[src/rtl/riscv_fetch_stage_if.sv]
// Fetch-stage bus bundle: instruction-memory request/grant/response channel
// plus the fetched-instruction output channel towards decode.
interface riscv_fetch_stage_if;
    logic        imem_req;
    logic [31:0] imem_addr;
    logic        imem_gnt;
    logic        imem_rvalid;
    logic [31:0] imem_rdata;
    logic        if_valid;
    logic        if_ready;
    logic [31:0] if_inst;
    logic [31:0] if_pc;

    // master: the fetch stage itself
    modport master (
        output imem_req, imem_addr,
        input  imem_gnt, imem_rvalid, imem_rdata,
        output if_valid, if_inst, if_pc,
        input  if_ready
    );

    // slave: instruction memory plus the decoder
    modport slave (
        input  imem_req, imem_addr,
        output imem_gnt, imem_rvalid, imem_rdata,
        input  if_valid, if_inst, if_pc,
        output if_ready
    );
endinterface

[src/rtl/riscv_fetch_stage.sv]
// RV32I instruction fetch: PC register, single-outstanding word fetch with
// redirect/flush support, and a one-entry output register feeding decode.
module riscv_fetch_stage #(
    parameter logic [31:0] RESET_PC = 32'h0000_0000,
    parameter logic [31:0] NOP_INST = 32'h0000_0013
) (
    input  logic                   clk,
    input  logic                   reset_n,
    riscv_fetch_stage_if.master    bus,
    input  logic                   redirect_valid,
    input  logic [31:0]            redirect_pc,
    output logic [31:0]            fetch_count,
    output logic [1:0]             state_dbg
);

    // Handshakes: a fetch transfers when imem_req && imem_gnt; the response
    // arrives later as a one-cycle imem_rvalid pulse. An instruction is handed
    // to decode when if_valid && if_ready; while if_valid && !if_ready the
    // output register holds if_inst/if_pc unchanged.

    localparam logic [1:0] ST_REQ  = 2'd0;
    localparam logic [1:0] ST_WAIT = 2'd1;
    localparam logic [1:0] ST_DROP = 2'd2;

    logic [1:0]  state;
    logic [31:0] pc;
    logic        valid_q;
    logic [31:0] inst_q;
    logic [31:0] pc_q;
    logic [31:0] count_q;
    logic        out_free;
    logic        req;

    assign out_free = !valid_q || bus.if_ready;
    // Redirect cycles never issue: the target PC is not loaded yet.
    assign req = reset_n && (state == ST_REQ) && out_free && !redirect_valid;

    assign bus.imem_req  = req;
    assign bus.imem_addr = pc;
    assign bus.if_valid  = valid_q;
    assign bus.if_inst   = inst_q;
    assign bus.if_pc     = pc_q;
    assign fetch_count   = count_q;
    assign state_dbg     = state;

    always_ff @(posedge clk or negedge reset_n) begin
        if (!reset_n) begin
            state   <= ST_REQ;
            pc      <= RESET_PC;
            valid_q <= 1'b0;
            inst_q  <= NOP_INST;
            pc_q    <= 32'h0000_0000;
            count_q <= 32'h0000_0000;
        end else if (redirect_valid) begin
            pc      <= {redirect_pc[31:2], 2'b00};
            valid_q <= 1'b0;
            inst_q  <= NOP_INST;
            // Any response still owed for the old stream must be swallowed.
            case (state)
                ST_REQ:  state <= bus.imem_gnt ? ST_DROP : ST_REQ;
                ST_WAIT: state <= bus.imem_rvalid ? ST_REQ : ST_DROP;
                ST_DROP: state <= bus.imem_rvalid ? ST_REQ : ST_DROP;
                default: state <= ST_REQ;
            endcase
        end else begin
            if (valid_q && bus.if_ready) begin
                count_q <= count_q + 32'd1;
                valid_q <= 1'b0;
                inst_q  <= NOP_INST;
            end
            case (state)
                ST_REQ: begin
                    if (req && bus.imem_gnt) state <= ST_WAIT;
                end
                ST_WAIT: begin
                    if (bus.imem_rvalid) begin
                        inst_q  <= bus.imem_rdata;
                        pc_q    <= pc;
                        valid_q <= 1'b1;
                        pc      <= pc + 32'd4;
                        state   <= ST_REQ;
                    end
                end
                ST_DROP: begin
                    if (bus.imem_rvalid) state <= ST_REQ;
                end
                default: state <= ST_REQ;
            endcase
        end
    end

endmodule

[src/flat_wrapper.sv]
// flat-port wrapper written by rule: the top's interface ports become plain ports
module riscv_fetch_stage_flat 
#(
    parameter logic [31:0] RESET_PC = 32'h0000_0000,
    parameter logic [31:0] NOP_INST = 32'h0000_0013
)
  (clk, reset_n, redirect_valid, redirect_pc, fetch_count, state_dbg, bus_imem_req, bus_imem_addr, bus_imem_gnt, bus_imem_rvalid, bus_imem_rdata, bus_if_valid, bus_if_inst, bus_if_pc, bus_if_ready);
  riscv_fetch_stage_if bus_i ();
  input  logic clk;
  input  logic reset_n;
  input  logic redirect_valid;
  input  logic [31:0] redirect_pc;
  output logic [31:0] fetch_count;
  output logic [1:0] state_dbg;
  output wire logic [$bits(bus_i.imem_req)-1:0] bus_imem_req;
  output wire logic [$bits(bus_i.imem_addr)-1:0] bus_imem_addr;
  input wire logic [$bits(bus_i.imem_gnt)-1:0] bus_imem_gnt;
  input wire logic [$bits(bus_i.imem_rvalid)-1:0] bus_imem_rvalid;
  input wire logic [$bits(bus_i.imem_rdata)-1:0] bus_imem_rdata;
  output wire logic [$bits(bus_i.if_valid)-1:0] bus_if_valid;
  output wire logic [$bits(bus_i.if_inst)-1:0] bus_if_inst;
  output wire logic [$bits(bus_i.if_pc)-1:0] bus_if_pc;
  input wire logic [$bits(bus_i.if_ready)-1:0] bus_if_ready;
  assign bus_imem_req = bus_i.imem_req;
  assign bus_imem_addr = bus_i.imem_addr;
  assign bus_i.imem_gnt = bus_imem_gnt;
  assign bus_i.imem_rvalid = bus_imem_rvalid;
  assign bus_i.imem_rdata = bus_imem_rdata;
  assign bus_if_valid = bus_i.if_valid;
  assign bus_if_inst = bus_i.if_inst;
  assign bus_if_pc = bus_i.if_pc;
  assign bus_i.if_ready = bus_if_ready;
  riscv_fetch_stage #(.RESET_PC(RESET_PC), .NOP_INST(NOP_INST)) u_core (.clk(clk), .reset_n(reset_n), .bus(bus_i), .redirect_valid(redirect_valid), .redirect_pc(redirect_pc), .fetch_count(fetch_count), .state_dbg(state_dbg));
endmodule
[config.mk]
export PLATFORM = sky130hd
export DESIGN_NAME = riscv_fetch_stage_flat
export DESIGN_NICKNAME = d
export VERILOG_FILES = /design/src/rtl/riscv_fetch_stage_if.sv /design/src/rtl/riscv_fetch_stage.sv /design/src/flat_wrapper.sv
export SDC_FILE = /design/constraint.sdc
export NUM_CORES = 1
export LEC_CHECK = 0
export CAP_MARGIN = 40
export CORE_MARGIN = 2
export CORE_UTILIZATION = 45
export CTS_CLUSTER_SIZE = 12
export DETAILED_ROUTE_END_ITERATION = 10
export PLACE_DENSITY = 0.87
export SLEW_MARGIN = 15
export SYNTH_ARGS = -nofsm -noshare
export SYNTH_HDL_FRONTEND = slang
export SYNTH_SLANG_ARGS = --single-unit
export TNS_END_PERCENT = 5
[constraint.sdc]
create_clock -name clk -period 2.3 [get_ports clk]
set_input_delay 0.345 -clock clk [delete_from_list [all_inputs] [get_ports clk]]
set_output_delay 0.345 -clock clk [all_outputs]
set_load 0.05 [all_outputs]
**After elaboration in Yosys (flattened, before gate mapping)**

Cells that the tools add are included.
W data, S select, Z words.

- Register bits after elaboration: 131
- Memory bits (writable): 0
- Input port bits: 70
- Bits in latches: 0
- ROM bits: 0
- Memories kept: 0

- Add/subtract/negate cells: 2
- Bitwise operators: 1
- Equality and inequality tests: 4
- Magnitude comparators: 0
- Mux-type cells: 18
- Multiply operators: 0
- Div/mod/pow operators: 0
- Reduce and logical (&&, ||, !) cells: 16
- Shifts and indexed selects: 0

Operator list:

| cell | count |
|---|---|
| $mux W32 | 7 |
| $add A32 B1 Y32 const B | 1 |
| $add A32 B3 Y32 const B | 1 |
| $mux W2 | 5 |
| $pmux W2 S2 | 2 |
| $reduce_and A2 Y1 | 3 |
| $logic_and A1 B1 Y1 | 5 |
| $mux W1 | 4 |
| $reduce_bool A2 Y1 | 2 |
| $ne A3 B1 Y1 const B | 1 |
| $ne A3 B3 Y1 const B | 1 |
| $reduce_and A3 Y1 | 1 |
| $eq A2 B1 Y1 const B | 1 |
| $eq A2 B2 Y1 const B | 1 |
| $logic_not A1 Y1 | 2 |
| $logic_not A2 Y1 | 1 |
| $reduce_or A2 Y1 | 1 |
| $logic_or A1 B1 Y1 | 1 |
| $not A1 Y1 | 1 |

**Depth between registers and ports, before layout**

Gate-level depths: netlist (run 1).

- Word-level depth: 8
- Depth in mapped cells: 8
- Gate-level depth less buffers: 6

**Worst setup path before layout (run 1)**

Ideal clock, no wire load.

- Path type: register -> register
- Start point: register u_core.state[0] (netlist: u_core.state_dbg[0])
- End point: register u_core.pc[30] (netlist: u_core.bus.imem_addr[30])
- Period minus slack after synthesis: 2.235 ns
- Data arrival time: 2.153 ns
- Required time: 2.218 ns
- Cell stages (with the launch flop): 7
- Path slack: 0.065 ns
- Cell sequence: dfrtp_1 -> ha_1 -> and4_1 -> nand4_4 -> buf_6 -> or4_1 -> a31oi_1

- Word-level cells in the longest chain between the ends: 3

RTL lines:

| element | line | RTL |
|---|---|---|
| start: declaration | riscv_fetch_stage.sv:25 | `logic [1:0] state;` |
| start signal: assignment | riscv_fetch_stage.sv:60 | `ST_REQ: state <= bus.imem_gnt ? ST_DROP : ST_REQ;` |
| start signal: assignment | riscv_fetch_stage.sv:61 | `ST_WAIT: state <= bus.imem_rvalid ? ST_REQ : ST_DROP;` |
| start signal: assignment | riscv_fetch_stage.sv:62 | `ST_DROP: state <= bus.imem_rvalid ? ST_REQ : ST_DROP;` |
| $eq A2 B1 Y1 | riscv_fetch_stage.sv:71 | `case (state)` |
| $reduce_bool A2 Y1 (no line) | -- |  |
| $reduce_and A2 Y1 (no line) | -- |  |
| end signal: assignment | riscv_fetch_stage.sv:55 | `pc <= {redirect_pc[31:2], 2'b00};` |
| end signal: assignment | riscv_fetch_stage.sv:80 | `pc <= pc + 32'd4;` |
| end: declaration | riscv_fetch_stage.sv:26 | `logic [31:0] pc;` |

Every way passes these cells.
A chain may end at the register's enable or synchronous reset.

**Worst setup path in the final report (run 1)**

- Start point: register u_core.pc[10] (netlist: u_core.bus.imem_addr[10])
- End point: output port bus_imem_addr[10]

RTL lines:

| element | line | RTL |
|---|---|---|
| end: declaration | flat_wrapper.sv:16 | `output wire logic [$bits(bus_i.imem_addr)-1:0] bus_imem_addr;` |

No word-level cell between the ends.

==> out/results.ini, run 1 <==
[run]
maxCapViolCount=0

[setup_path]
cp_top_family=buffers and inverters
cp_data_required_time_ps=1960
path_class=reg -> out
worstPathMaxFanout=7
worstPathCellList=clkdlybuf4s50_1
max_stage_delay_ps=900
critPathBufInv=1
r2r-start=u_core.state_dbg[1]
critical_path_arrival_ps=1830
reg2reg_slack_ps=180
start_kind=flop
crit_slowest_cell=clkdlybuf4s50_1
timing.rr.end=u_core.bus.imem_addr[18]
setup.worst_path.end_class=output port
ff2ff_path_depth=6

[logic_synthesis]
synthAdderAreaFrac_pct=1.10
yosys.area_share.simple_pct=21.5
synthXorXnorAreaFrac_pct=6.13
ys_ff_latch=127
synth.distinct_cells=43
synth_edf_count=0
synth_ff_type=dfrtp_1
postSynthCellCount=562
syn-mean-instance-area_um2=10.2
synth_top_family_by_area=simple AND/OR/NAND/NOR gates
ys_seq_area_share_pct=55.7
yosys_warnings=0
synth_compound_area_share_pct=11.6
async_reset_ff_share_pct=100
synthMuxAreaShare_pct=0.372
netlist_area_mm2=0.00571

[timing]
fin_crit_sh_pct=94.8
finalSetupViolCount=0
max_freq_ghz=0.459
tns_ps=0
skew_ps=5.65
finalMaxSlewViolations=0
whs_ps=443
maxSlewHeadroom_pct=58.9
min_period_ps=2180
finalHoldViolations=0
tightest_slew_ps=617
rsz0062_at_grt=false

[route]
drt_pass1_iterations=4
drtIter0Drc=451
routed_via_density=5.51
drc=0
ant_nets=0
wirelength_um=16700
via_count=5263
routedWlPerCell_um=17.4

[pwr]
intPower_mw=5.66
clkPwrFrac_pct=32.0
p_sw_share_pct=37.5
leakage_nw=3.81
p_per_area_mw_per_mm2=1050
irDropWorstVdd_mv=0.690
seq_power_share_pct=32.3
p_sw_mw=3.40
combPwrFrac_pct=35.7

[floorplan]
ioPinCount=202
coreArea_mm2=0.0125
die_area_mm2=0.0136
die_h_um=117
std_cell_rows=41
die_x_um=117
start_util_pct=45.6

[finish]
layout.cells.non_filler=956
post-route-util_pct=68.8
fin_nets=846
drive_above_1_share_pct=7.91
num_antenna_cells=0
area_growth_pct=50.7

[global_routing]
grt.total_usage_pct=25.1
grt_pass1_vias=5256
antenna_found_initial=0
grt_pass1_wl_um=26500
gr-total-overflow=0
grt_max_degree=115

[clock_network]
clockRootBuffer=clkbuf_16
h-tree-depth=4
tritoncts=yes
clk_pin_slew_ps=50
cts_sinks=127
clockBufferDepth=2
cts_made_buffers=17
clkLatencyLatePin_ps=420

[status]
run_status=finished clean

[placement]
globalplace.congestion=0.859
port_buffers=195
dp.cells=920
hpwlAfterDp_um=11500

[min_path]
min_path_type=in -> async

[cells in the mapped netlist (5+ instances only)]
master / number / area share, %
nor2_1: 25 / 1.6
and2_1: 8 / 0.88
and4_1: 9 / 1.4
nand3_1: 20 / 1.8
ha_1: 5 / 1.1
clkbuf_1: 23 / 1.5
xnor2_1: 15 / 2.3
xor2_1: 25 / 3.8
buf_4: 5 / 0.66
and3_1: 8 / 0.88
a31oi_1: 18 / 2.0
o21ai_1: 17 / 1.5
nand4_1: 16 / 1.8
nor3_1: 9 / 0.79
inv_1: 12 / 0.79
or4_1: 17 / 2.2
nor4_1: 11 / 1.2
o31ai_1: 16 / 2.1
dfrtp_1: 124 / 54
nand2_1: 117 / 7.7
a22o_1: 29 / 4.4
[how the worst max path moves through the flow]
stage,startpoint,depth (start not counted),endpoint
after floorplan,u_core.state_dbg[0],6,u_core.bus.imem_addr[30]
final,u_core.bus.imem_addr[10],1,bus_imem_addr[10]
after detailed placement,bus_imem_rvalid,5,u_core.bus.imem_addr[18]
after global routing,u_core.state_dbg[1],7,u_core.bus.imem_addr[31]
after CTS,u_core.state_dbg[1],6,u_core.bus.imem_addr[18]
after global placement,bus_imem_rvalid,6,u_core.bus.imem_addr[31]
[timing repair]
item | in CTS | in global routing
setup endpoints to repair | 0 | 11
gates resized for setup | 0 | 2
hold buffers | 1 | 0
hold endpoints to repair | 13 | 0
buffers inserted | 0 | 3
[sequential cells by signal, indices dropped and copies added (netlist names)]
register              count
u_core.bus.if_inst       32
u_core.fetch_count       32
u_core.bus.if_pc         30
u_core.bus.imem_addr     30
u_core.state_dbg          2
u_core.bus.if_valid       1
[power groups by stage]
stage / Sequential [mW] / Combinational, mW / Clock [mW]
finish: 2.93 / 3.23 / 2.90
CTS: 2.92 / 3.25 / 2.94
global placement: 2.93 / 3.15 / 0
detailed placement: 2.95 / 3.23 / 0
floorplan: 4.29 / 0.635 / 0
global route: 2.98 / 3.40 / 3.02
[per-layer routing]
layer	routed length [µm]	vias to the layer above	track usage, %
li1	-	2429	-
met3	1170	31	7.01
met4	339	0	11.1
met5	0	-	0
met1	6580	2594	30.8
met2	8590	209	41.5
[cell families (layout without fill, tap and decap cells)]
| kind of cell | Yosys count | after routing |
|---|---|---|
| and+or+nand+nor | 249 | 249 |
| xor gates and xnor gates | 40 | 40 |
| other | 1 | 4 |
| muxes | 2 | 2 |
| DFF | 127 | 127 |
| AOI/OAI and AO/OA | 93 | 93 |
| buffers and inverters | 45 | 264 |
| adders and majority gates | 5 | 5 |
[layout by cell type, fill, tap and decap left out, types with 17 or more instances in the layout]
cell and n:
clkdlybuf4s50_1 193, dfrtp_1 124, nand2_1 117, a22o_1 29, xor2_1 25, nor2_1 24, buf_4 21, nand3_1 20
a31oi_1 18, o21ai_1 17, or4_1 17, clkbuf_16 17
[stage by stage]
step | power (mW) | instance area (µm²) | setup slack, ps
2_1_floorplan | 4.92 | 5720 | 65.1
3_3_place_gp | 6.08 | 7920 | 28.4
3_5_place_dp | 6.18 | 7940 | 4.70
4_1_cts | 9.12 | 8580 | 61.2
5_1_grt | 9.41 | 8610 | 37.5
6_report | 9.06 | 8610 | 121
[layout make-up]
class / count / area (µm²)
Clock inverter: 12 / 190
Sequential cell: 127 / 3180
Tap cell: 172 / 215
Multi-Input combinational cell: 393 / 2350
Inverter: 13 / 48.8
Fill cell: 954 / 3910
Clock buffer: 20 / 447
Timing Repair Buffer: 219 / 2170
Note: power is estimated with default switching activity, not from simulation.
==> run 2, diff against run 1 <==
--- a/config.mk
+++ b/config.mk
@@ -6,7 +6,6 @@
 export NUM_CORES = 1
 export LEC_CHECK = 0
 export CAP_MARGIN = 40
-export CORE_MARGIN = 2
 export CORE_UTILIZATION = 45
 export CTS_CLUSTER_SIZE = 12
 export DETAILED_ROUTE_END_ITERATION = 10
==> run 2 against run 1 <==
Net effect: sequential cell count unchanged; via count decreased by 1.9%; critical path type unchanged; cell area decreased by 0.93%; highest routed layer unchanged; fmax increased by 1.5%.
==> out/results.ini, run 2 (same netlist as run 1, synthesis figures left out) <==
[placement]
dpl-instance-area_mm2=0.00793
port_buffers=195
hpwlAfterDp_um=11400
globalplace.congestion=0.784

[finish]
post-route-util_pct=69.8
area_growth_pct=49.3
fin_nets=841
num_antenna_cells=0
drive_above_1_share_pct=7.20
final_area_mm2=0.00853
layout_commonest_cell=clkdlybuf4s50_1
final_cell_mix=clkdlybuf4s50_1, dfrtp_1, nand2_1, a22o_1, xor2_1

[route]
drc=0
routed_via_density=5.46
via_count=5165
drtIter0Drc=408
drt_pass1_iterations=5
ant_nets=0
routedWlPerCell_um=17.0
wirelength_um=16100

[timing]
skew_ps=10.6
maxSlewHeadroom_pct=63.2
whs_ps=471
finalMaxSlewViolations=0
min_period_ps=2150
finalHoldViolations=0
fin_crit_sh_pct=93.4
rsz0062_at_grt=false
tns_ps=0
tightest_slew_ps=550
finalSetupViolCount=0
max_freq_ghz=0.466

[pwr]
combPwrFrac_pct=36.4
intPower_mw=5.43
clkPwrFrac_pct=30.3
p_per_area_mw_per_mm2=1030
seq_power_share_pct=33.3
irDropWorstVdd_mv=0.657
p_sw_mw=3.37
leakage_nw=3.76
total_power_mw=8.81
p_sw_share_pct=38.3

[min_path]
hp-start=u_core.bus.if_pc[21]
min_to=u_core.bus.if_pc[21]
whs_path_depth=2
min_path_type=reg -> reg

[floorplan]
start_util_pct=46.8
die_area_mm2=0.0131
coreArea_mm2=0.0122
die_h_um=115
ioPinCount=202
std_cell_rows=40
die_x_um=115

[global_routing]
antenna_found_initial=0
grt.total_usage_pct=25.5
gr-total-overflow=0
grt_max_degree=63
grt_pass1_vias=5119
grt_pass1_wl_um=25700

[setup_path]
timing.rr.end=u_core.bus.imem_addr[18]
critPathBufInv=1
setup.worst_path.end_class=output port
worstPathCellList=clkdlybuf4s50_1
path_class=reg -> out
worstPathMaxFanout=7
ff2ff_path_depth=6
critical_path_arrival_ps=1800
crit_slowest_cell=clkdlybuf4s50_1
cp_data_required_time_ps=1960
start_kind=flop
reg2reg_slack_ps=200
cp_top_family=buffers and inverters
r2r-start=u_core.state_dbg[1]
max_stage_delay_ps=900

[clock_network]
cts_setup_buffers=0
clkLatencyLatePin_ps=410
cts_made_buffers=17
clk_pin_slew_ps=50
cts_sinks=127
tritoncts=yes
clockBufferDepth=2
h-tree-depth=4
clockRootBuffer=clkbuf_16

[status]
run_status=finished clean

[run]
maxCapViolCount=0

-- run 2: layout make-up --
type | instances | area [µm²]
fillers | 918 | 3680
flip-flops and latches | 127 | 3180
multi-input cells | 393 | 2350
repair buffers | 214 | 2140
clock buffers | 20 | 447
well taps | 168 | 210
clock inverters | 11 | 141
inverters | 13 | 48.8
-- run 2: how the worst max path moves through the flow --
stage	start	end	slack [ps]	depth (start not counted)
2_1_floorplan	u_core.state_dbg[0]	u_core.bus.imem_addr[30]	70	6
3_3_place_gp	bus_imem_rvalid	u_core.bus.imem_addr[16]	100	5
3_5_place_dp	bus_imem_rvalid	u_core.bus.imem_addr[31]	40	6
4_1_cts	u_core.state_dbg[1]	u_core.bus.imem_addr[18]	120	6
5_1_grt	u_core.state_dbg[1]	u_core.bus.imem_addr[18]	40	6
6_report	u_core.bus.imem_addr[10]	bus_imem_addr[10]	150	1
-- run 2: layer usage --
metal,GRT usage (%),wire length [µm],vias to the layer above
li1,-,-,2405
met1,31.7,6770,2497
met2,42.5,7930,240
met3,7.78,1150,23
met4,7.97,221,0
met5,0,0,-
-- run 2: worst reg2reg max path: stages (launching register included) --
cell and delay, ps:
dfrtp_1 410, inv_1 90, ha_1 220, and4_4 290
nand4_4 240, or4_1 590, a31oi_1 180
-- run 2: repair_timing --
| item | CTS | global route |
|---|---|---|
| setup endpoints to repair | 0 | 8 |
| resized for setup | 0 | 2 |
| endpoints found under the hold margin | 27 | 0 |
| hold buffers | 1 | 0 |
-- run 2: power by group through the flow --
stage | Sequential [mW] | Combinational (mW) | Clock (mW)
detailed placement | 2.96 | 3.21 | 0
floorplan | 4.29 | 0.635 | 0
CTS | 2.93 | 3.22 | 2.71
global route | 2.99 | 3.39 | 2.82
global placement | 2.94 | 3.13 | 0
finish | 2.93 | 3.21 | 2.67
-- run 2: stage by stage --
step,setup WS (ps),instances
floorplan,65.1,565
global placement,104,912
detailed placement,37.1,914
CTS,116,946
global route,40.7,946
finish,152,946
